===== config.mk =====
export PLATFORM = sky130hd
export DESIGN_NAME = sdram_arb
export DESIGN_NICKNAME = d
export VERILOG_FILES = /design/src/rtl/sdram_arb_pkg.sv /design/src/rtl/sdram_arb_rr.sv /design/src/rtl/sdram_arb.sv
export SDC_FILE = /design/constraint.sdc
export NUM_CORES = 1
export LEC_CHECK = 0
export BUFFER_PORTS_ARGS = -buffer_cell sky130_fd_sc_hd__buf_2
export CAP_MARGIN = 20
export CORE_MARGIN = 4
export CORE_UTILIZATION = 35
export CTS_BUF_LIST = sky130_fd_sc_hd__clkbuf_8 sky130_fd_sc_hd__clkbuf_16
export DETAILED_ROUTE_END_ITERATION = 16
export GPL_TIMING_DRIVEN = 0
export PLACE_DENSITY = 0.64
export SKIP_LAST_GASP = 1
export SYNTH_ARGS = -nofsm -noshare
export SYNTH_HDL_FRONTEND = slang
export SYNTH_SLANG_ARGS = --single-unit

===== constraint.sdc =====
create_clock -name clk -period 2.8 [get_ports clk]
set_input_delay 0.7 -clock clk [delete_from_list [all_inputs] [get_ports clk]]
set_output_delay 0.7 -clock clk [all_outputs]
set_load 0.02 [all_outputs]

===== src/rtl/sdram_arb_pkg.sv =====
// sdram_arb_pkg: shared sizes and types for the three-port SDRAM arbiter.
package sdram_arb_pkg;
  localparam int NPORT = 3;
  localparam int AW    = 26;
  localparam int DW    = 16;
  localparam int BW    = 2;
  localparam int RW    = 64;
  localparam int CNT_W = 16;

  typedef enum logic [1:0] {IDLE, ISSUE, WAIT, DONE} state_e;

  // One port's transaction fields as captured at grant time.
  typedef struct packed {
    logic          wr;
    logic          burst;
    logic [AW-1:0] addr;
    logic [DW-1:0] din;
    logic [BW-1:0] bs;
  } req_t;
endpackage


===== src/rtl/sdram_arb_rr.sv =====
// sdram_arb_rr: grant selector. Port 0 (CPU) has fixed priority. Ports 1 and 2
// share a round-robin based on which of them was served last.
module sdram_arb_rr
  import sdram_arb_pkg::*;
(
  input  logic             clk,
  input  logic             rst_n,
  input  logic [NPORT-1:0] req,
  input  logic             grant_en,
  output logic             gnt_valid,
  output logic [1:0]       gnt_idx
);

  // last1 = 1 means port 1 was served last, so port 2 wins a 1-vs-2 tie.
  logic last1_q, last1_d;

  // Pick the winner: port 0 first, otherwise the port not served last.
  always_comb begin
    gnt_valid = |req;
    gnt_idx   = 2'd0;
    if (req[0]) begin
      gnt_idx = 2'd0;
    end else if (req[1] && req[2]) begin
      gnt_idx = last1_q ? 2'd2 : 2'd1;
    end else if (req[1]) begin
      gnt_idx = 2'd1;
    end else if (req[2]) begin
      gnt_idx = 2'd2;
    end
  end

  // Move the pointer only when port 1 or 2 actually receives a grant.
  always_comb begin
    last1_d = last1_q;
    if (grant_en && gnt_valid && (gnt_idx != 2'd0)) begin
      last1_d = (gnt_idx == 2'd1);
    end
  end

  // Pointer register.
  always_ff @(posedge clk or negedge rst_n) begin
    if (!rst_n) begin
      last1_q <= 1'b0;
    end else begin
      last1_q <= last1_d;
    end
  end

endmodule


===== src/rtl/sdram_arb.sv =====
// sdram_arb: three-port arbiter in front of a single-request SDRAM controller.
// One transaction at a time: IDLE (grant) -> ISSUE -> WAIT -> DONE (ack).
module sdram_arb
  import sdram_arb_pkg::*;
#(
  parameter int TIMEOUT = 1023
) (
  input  logic                      clk,
  input  logic                      nRESET,
  input  logic [NPORT-1:0]          p_req,
  input  logic [NPORT-1:0]          p_wr,
  input  logic [NPORT-1:0]          p_burst,
  input  logic [NPORT-1:0][AW-1:0]  p_addr,
  input  logic [NPORT-1:0][DW-1:0]  p_din,
  input  logic [NPORT-1:0][BW-1:0]  p_bs,
  output logic [NPORT-1:0]          p_ack,
  output logic                      p_err,
  output logic [RW-1:0]             rdata,
  output logic                      sd_sel,
  output logic                      sd_rd,
  output logic                      sd_wr,
  output logic                      sd_burst,
  output logic [AW-1:0]             sd_addr,
  output logic [DW-1:0]             sd_din,
  output logic [BW-1:0]             sd_bs,
  input  logic                      sd_ready,
  input  logic [RW-1:0]             sd_dout
);

  state_e             state_q, state_d;
  req_t               req_q, req_d;
  logic [1:0]         gnt_q, gnt_d;
  logic [CNT_W-1:0]   cnt_q, cnt_d;
  logic [CNT_W-1:0]   cnt_inc;
  logic               err_q, err_d;
  logic [RW-1:0]      rdata_q, rdata_d;

  logic               gnt_valid;
  logic [1:0]         gnt_idx;
  logic               limit_hit;
  logic               xfer_done;
  logic               abort;

  sdram_arb_rr u_rr (
    .clk       (clk),
    .rst_n     (nRESET),
    .req       (p_req),
    .grant_en  (state_q == IDLE),
    .gnt_valid (gnt_valid),
    .gnt_idx   (gnt_idx)
  );

  // A normal completion in the final budget cycle beats the abort.
  assign cnt_inc   = cnt_q + CNT_W'(1);
  assign limit_hit = (cnt_inc == CNT_W'(TIMEOUT));
  assign xfer_done = (state_q == WAIT) && sd_ready;
  assign abort     = ((state_q == ISSUE) || (state_q == WAIT)) && limit_hit && !xfer_done;

  // Next-state logic for the transaction FSM.
  always_comb begin
    state_d = state_q;
    case (state_q)
      IDLE:    if (gnt_valid) state_d = ISSUE;
      ISSUE: begin
        if (abort)          state_d = DONE;
        else if (!sd_ready) state_d = WAIT;
      end
      WAIT:    if (xfer_done || abort) state_d = DONE;
      DONE:    state_d = IDLE;
      default: state_d = IDLE;
    endcase
  end

  // Latch the winner at grant, count ISSUE/WAIT cycles, capture read data.
  always_comb begin
    req_d   = req_q;
    gnt_d   = gnt_q;
    cnt_d   = cnt_q;
    err_d   = err_q;
    rdata_d = rdata_q;
    case (state_q)
      IDLE: begin
        if (gnt_valid) begin
          req_d.wr    = p_wr[gnt_idx];
          req_d.burst = p_burst[gnt_idx];
          req_d.addr  = p_addr[gnt_idx];
          req_d.din   = p_din[gnt_idx];
          req_d.bs    = p_bs[gnt_idx];
          gnt_d       = gnt_idx;
          cnt_d       = '0;
          err_d       = 1'b0;
        end
      end
      ISSUE, WAIT: begin
        cnt_d = cnt_inc;
        if (abort) err_d = 1'b1;
        if (xfer_done && !req_q.wr) rdata_d = sd_dout;
      end
      default: ;
    endcase
  end

  // Controller handshake and port acknowledge decoded from the current state.
  always_comb begin
    sd_sel   = 1'b0;
    sd_rd    = 1'b0;
    sd_wr    = 1'b0;
    sd_burst = 1'b0;
    p_ack    = '0;
    p_err    = 1'b0;
    case (state_q)
      ISSUE: begin
        sd_sel   = 1'b1;
        sd_rd    = ~req_q.wr;
        sd_wr    = req_q.wr;
        sd_burst = req_q.burst & ~req_q.wr;
      end
      WAIT: sd_sel = 1'b1;
      DONE: begin
        p_ack = NPORT'(1) << gnt_q;
        p_err = err_q;
      end
      default: ;
    endcase
    sd_addr = req_q.addr;
    sd_din  = req_q.din;
    sd_bs   = req_q.bs;
    rdata   = rdata_q;
  end

  // State and datapath registers.
  always_ff @(posedge clk or negedge nRESET) begin
    if (!nRESET) begin
      state_q <= IDLE;
      req_q   <= '0;
      gnt_q   <= 2'd0;
      cnt_q   <= '0;
      err_q   <= 1'b0;
      rdata_q <= '0;
    end else begin
      state_q <= state_d;
      req_q   <= req_d;
      gnt_q   <= gnt_d;
      cnt_q   <= cnt_d;
      err_q   <= err_d;
      rdata_q <= rdata_d;
    end
  end

endmodule


Yosys cells after proc, flatten, opt, wreduce, memory -nomap -nowiden

Index checks and enable logic that the tools add are counted.

Logic and storage cells: 77
Bits of input ports: 208
Register bits after elaboration: 132
Output and inout bits: 116

Shift operators: 1
Reductions and logical operators: 21
Bitwise operators: 2
Add/sub/neg operators: 1
Multiplexer cells: 31
Eq/ne operators: 9
Magnitude comparators: 1

Operators by type and width:

| operator                                                                     | count |
|---|---|
| 26-bit binary-select mux with 2-bit select                                   | 1 |
| 16-bit binary-select mux with 2-bit select                                   | 1 |
| 16-bit two-way mux                                                           | 2 |
| 16-bit case mux with 2 select lines                                          | 1 |
| 26-bit two-way mux                                                           | 1 |
| 2-bit two-way mux                                                            | 10 |
| 16-bit by 1-bit adder with 16-bit output, second input constant              | 1 |
| 16-bit by 10-bit == test with 1-bit output, second input constant            | 1 |
| 1-bit two-way mux                                                            | 9 |
| 2-bit case mux with 4 select lines                                           | 1 |
| 1-bit logical AND                                                            | 7 |
| 2-bit AND reduction                                                          | 3 |
| 3-bit AND reduction                                                          | 2 |
| 1-bit binary-select mux with 2-bit select                                    | 2 |
| 2-bit binary-select mux with 2-bit select                                    | 1 |
| 2-bit by 1-bit == test with 1-bit output, second input constant              | 2 |
| 2-bit == test, second input constant                                         | 2 |
| 2-bit by 1-bit inequality test with 1-bit output, second input constant      | 2 |
| 2-bit nonzero test                                                           | 2 |
| 2-bit by 3-bit less-than comparator with 1-bit output, second input constant | 1 |
| 3-bit two-way mux                                                            | 1 |
| 3-bit inequality test, second input constant                                 | 1 |
| 3-bit OR reduction                                                           | 1 |
| 1-bit by 2-bit left shift with 3-bit output, first input constant            | 1 |
| 8 further kinds                                                              | 10 |

Logic depth before layout (Yosys ltp)

Depth in word-level cells: 7
Mapped depth: 9
Depth with buffers taken out: 8

Cells and area by module

A second synthesis with hierarchy kept.

Cells, all modules: 674
Area total of the unflattened synthesis: 6,802.8 µm²

By module, submodules not included:

| module       | area an instance (µm²) | cells each | times used |
|---|---|---|---|
| sdram_arb    | 6,726.5                | 665        | 1 |
| sdram_arb_rr | 76.3                   | 9          | 1 |

Worst setup path after synthesis

OpenSTA, ideal clock, no wires.

Kind: flip-flop to flip-flop
Start: register state_q[0]
End: register state_q[1]
Clock period less this slack: 2.380 ns
Path slack: 0.420 ns
Setup time: 0.128 ns
Arrival: 2.253 ns
Cell stages (with the launch flop): 10
Cell sequence: dfrtp_1 > inv_1 > ha_1 > clkbuf_1 > nand3_1 > nor4_1 > nand3_1 > nor3_1 > o311ai_1 > mux2_1

Word-level cells in the longest chain between the ends: 7
Elaborated cells between the ends (all ways): 16
Those cells by class: eq/ne: 6; mux: 2; reduce/logical: 8

Ends and longest elaborated chain:

| what                                                                             | RTL line                                          | RTL |
|---|---|---|
| start, declared                                                                  | sdram_arb.sv:30                                   | `state_e state_q, state_d;` |
| start signal, assigned                                                           | sdram_arb.sv:141                                  | `state_q <= state_d;` |
| 2-bit by 1-bit == test with 1-bit output / 2-bit == test (equally long branches) | sdram_arb.sv:57, sdram_arb.sv:62, sdram_arb.sv:56 |  |
| 1-bit logical OR / 1-bit logical AND (equally long branches)                     | sdram_arb.sv:57, sdram_arb.sv:56                  |  |
| 1-bit logical AND / 1-bit logical NOT (equally long branches)                    | sdram_arb.sv:57                                   | `assign abort = ((state_q == ISSUE) \|\| (state_q == WAIT)) && limit_hit && !xfer_done;` |
| 1-bit logical AND                                                                | sdram_arb.sv:57                                   |  |
| 1-bit logical OR                                                                 | sdram_arb.sv:68                                   | `WAIT: if (xfer_done \|\| abort) state_d = DONE;` |
| 2-bit by 1-bit inequality test with 1-bit output (no line)                       | -                                                 |  |
| 3-bit AND reduction (no line)                                                    | -                                                 |  |

Parallel ways exist; a longest one is shown, timed or not.
A chain may end at the register's enable or synchronous reset.

Worst setup path in the final report

Start: register state_q[0]
End: register rdata_q[49] (netlist: rdata[49])

Word-level cells in the longest chain between the ends: 4
Elaborated cells between the ends (all ways): 6
Those cells by class: eq/ne: 2; reduce/logical: 4

Ends and longest elaborated chain:

| what                            | RTL line                         | RTL |
|---|---|---|
| 2-bit == test                   | sdram_arb.sv:56, sdram_arb.sv:81 |  |
| 1-bit logical AND               | sdram_arb.sv:56                  | `assign xfer_done = (state_q == WAIT) && sd_ready;` |
| 1-bit logical AND               | sdram_arb.sv:97                  | `if (xfer_done && !req_q.wr) rdata_d = sd_dout;` |
| 2-bit AND reduction (no line) * | -                                |  |
| end signal, assigned            | sdram_arb.sv:146                 | `rdata_q <= rdata_d;` |
| end, declared                   | sdram_arb.sv:36                  | `logic [RW-1:0] rdata_q, rdata_d;` |

Mark *: on every way between the ends. The rest lies on a longest branch, timed or not.

==> impl_metrics.json <==
{
  "status": "finished, final reports clean",
  "worst_slew_pin_slew_ns": 0.791,
  "crit_slowest_cell": "clkbuf_1",
  "post-dp-hpwl_mm": 15.9,
  "pwr-share-clk_pct": 21.7,
  "drc": 0,
  "period_needed_ns": 2.63,
  "wl_per_cell_um": 16.1,
  "cpMostUsedCell": "clkbuf_1",
  "seq_power_share_pct": 31.6,
  "grt_first_pass_wirelength_mm": 31.6,
  "cts-root-buf": "clkbuf_16",
  "path_max_fanout": 10,
  "cp-end-kind": "flip-flop",
  "via_per_inst": 4.76,
  "grt.total_usage_pct": 18.5,
  "p_per_area_mw_per_mm2": 1100,
  "max-slew-margin-rel_pct": 47.3,
  "max_cap_violations": 0,
  "clock-sinks": 132,
  "worst-r2r-cell-count": 6,
  "antenna_found_initial": 1,
  "cp-startpoint": "state_q[0]",
  "ys_warn_count": 0,
  "period_share_pct": 94.0,
  "dr.first_iter.drc_count": 200,
  "io_pins": 324,
  "max_stage_delay_ns": 0.50,
  "netlist_area_mm2": 0.00671,
  "grt_start_max_net_pins": 74,
  "grt_pass1_vias": 6051,
  "clkLatencyLatePin_ns": 0.41,
  "ant_nets": 0,
  "vias": 5955,
  "coreArea_mm2": 0.0188,
  "slew_viol_final": 0,
  "synth.avg_cell_area_um2": 10.1,
  "r2r-start": "state_q[0]",
  "dieArea_mm2": 0.0214,
  "crit_required_ns": 3.09,
  "fillCellCount": 1789,
  "drive_gt1_share_pct": 46.9,
  "cts_made_buffers": 17,
  "cp_cell_sequence": "inv_1, ha_1, nand4b_1, clkbuf_1, clkbuf_1, mux2_2",
  "first_pass_iters": 5,
  "io_buffers": 323,
  "synth_flop_cell": "dfrtp_1",
  "synthArstFlopShare_pct": 100,
  "synth_edf_count": 0,
  "clk_pin_slew_worst_paths_ns": 0.07,
  "dpl_cell_area_mm2": 0.00865,
  "nNetsFinal": 1220,
  "final-setup-viol-count": 0,
  "skew_ns": 0.00925,
  "startpoint_type": "flip-flop",
  "synth.distinct_cells": 43,
  "peakVddDrop_uv": 394,
  "syn_inst": 663,
  "routed_wl_mm": 20.1,
  "rows": 50,
  "ys_ff_latch": 132,
  "p_int_w": 0.00601,
  "grt_overflow": 0,
  "power_w": 0.0102,
  "hold_viol": 0,
  "clock_path_buffers": 2,
  "crit_buf_inv": 3,
  "h-tree-depth": 4,
  "die_x_um": 146,
  "crit_family": "buffers and inverters",
  "p_sw_w": 0.00417,
  "area_growth_pct": 37.9,
  "cts_tree": "built",
  "path_depth": 6,
  "start_util_pct": 35.7,
  "gp_congestion": 0.822,
  "synth_fp_nets": 878,
  "cts_setup_buffers": 0,
  "diodes": 0,
  "max_freq_mhz": 380,
  "hp-class": "in -> async",
  "finalInstanceArea_mm2": 0.00925,
  "p_leak_nw": 4.73,
  "yosysSeqAreaShare_pct": 49.2,
  "rsz0062_at_grt": "false",
  "sw_frac_of_total_pct": 40.9,
  "die_height_um": 146,
  "critical_path_arrival_ns": 2.92,
  "worstSetupPathType": "reg -> reg",
  "power_frac_comb_pct": 46.7
}
[placed cells by master, fill, tap and decap left out, types with 4 or more instances in the layout]
master     instances
dfrtp_1          132
and2_1             6
ha_1               7
nor2_1            14
clkbuf_16         17
o41ai_1            4
nand4b_1           4
a21oi_1            9
clkbuf_1          29
inv_1              9
buf_4             45
mux2i_1           47
o31ai_1            4
nand3_1            7
mux2_2            64
buf_2            327
clkinv_4           5
o21ai_0          110
nand4_1            4
nand2_1          116
[synth_stat cells, types with 2 or more instances]
master    count  share of area (%)
dfrtp_1     132                 49
nand2_1     116                6.5
o21ai_0     110                8.2
mux2_2       64                 11
mux2i_1      47                7.0
buf_4        45                5.0
clkbuf_1     33                1.8
nor2_1       14               0.78
a21oi_1       9               0.67
inv_1         9               0.50
ha_1          7                1.3
nand3_1       7               0.52
and2_1        6               0.56
buf_2         5               0.37
nand4_1       4               0.37
nand4b_1      4               0.52
nor3_1        4               0.30
o31ai_1       4               0.45
o41ai_1       4               0.52
a21o_1        3               0.34
a31oi_1       3               0.28
and3_1        3               0.28
buf_1         3               0.17
xnor2_1       3               0.39
nand2b_1      2               0.19
nor2b_1       2               0.19
nor3b_1       2               0.22
nor4_1        2               0.19
o22ai_1       2               0.19
[final timing paths]
check / slack (ns) / endpoint
worst max-delay path: 0.17 / rdata[49]
worst min-delay path: 0.25 / rdata[61]
worst max register to register: 0.17 / rdata[49]
worst min register to register: 0.48 / sd_addr[1]
max in group asynchronous: 1.77 / rdata[30]
min in group clk: 0.48 / sd_addr[1]
[power groups by stage]
stage | registers (W) | logic (W) | clock network [W]
after floorplan | 0.00375 | 0.00262 | 0
after global placement | 0.00321 | 0.00476 | 0
after detailed placement | 0.00325 | 0.00482 | 0
after CTS | 0.00322 | 0.00483 | 0.00226
after global routing | 0.00333 | 0.00520 | 0.00234
final | 0.00321 | 0.00476 | 0.00221
[cell families after synthesis]
kind of cell	count (synthesis)	share of synthesized area, %
AND/OR/NAND/NOR	172	11.7
AO/OA/AOI/OAI	141	11.4
flip-flops	132	49.2
multiplexers	112	17.9
buffers and inverters	95	7.93
adder cells (fa/ha/maj)	7	1.31
XOR/XNOR	4	0.522
[flip-flops by register name (all words and copies together), names as in the netlist]
signal / flops
err_q: 1
sd_addr: 26
sd_din: 16
sd_bs: 2
req_q: 2
gnt_q: 2
rdata: 64
u_rr.last1_q: 1
cnt_q: 16
state_q: 2
[repair_timing]
item	4_1_cts	5_1_grt
endpoints found under the setup margin	11	52
hold buffers	0	0
resized for setup	2	3
[worst register-to-register path, cell delays in order (launching register included)]
cell      delay [ns]
dfrtp_1         0.43
inv_1           0.13
ha_1            0.43
nand4b_1        0.14
clkbuf_1        0.50
clkbuf_1        0.48
mux2_2          0.41
[per-stage QoR]
step                      utilization, %  setup WS (ns)  instances  hold WS [ns]  setup TNS (ns)
after global routing                49.3        0.00644       1252         0.284               0
after CTS                           49.3         0.0110       1253         0.263               0
after detailed placement            46.1         -0.489       1221         0.471           -4.12
final                               49.3          0.169       1252         0.250               0
after floorplan                        -          0.420        663         0.404               0
after global placement              45.9         -0.852       1220         0.463         -115.28
[layout make-up]
cell class	instances	area, um2	area share [%]
clock inverters	13	139	1.50
repair buffers	324	1650	17.8
inverters	9	33.8	0.365
multi-input cells	436	2880	31.1
plain buffers	85	498	5.38
flip-flops and latches	132	3300	35.7
clock buffers	19	453	4.90
well taps	234	293	3.17
[routing by layer]
metal / part of all wire [%] / vias up / global-route usage, %
li1: - / 2953 / -
met1: 40 / 2739 / 21.6
met2: 51 / 227 / 32.6
met3: 6.9 / 34 / 5.68
met4: 2.3 / 2 / 6.11
met5: 0.065 / - / 0
Note: power is estimated with default switching activity, not from simulation.
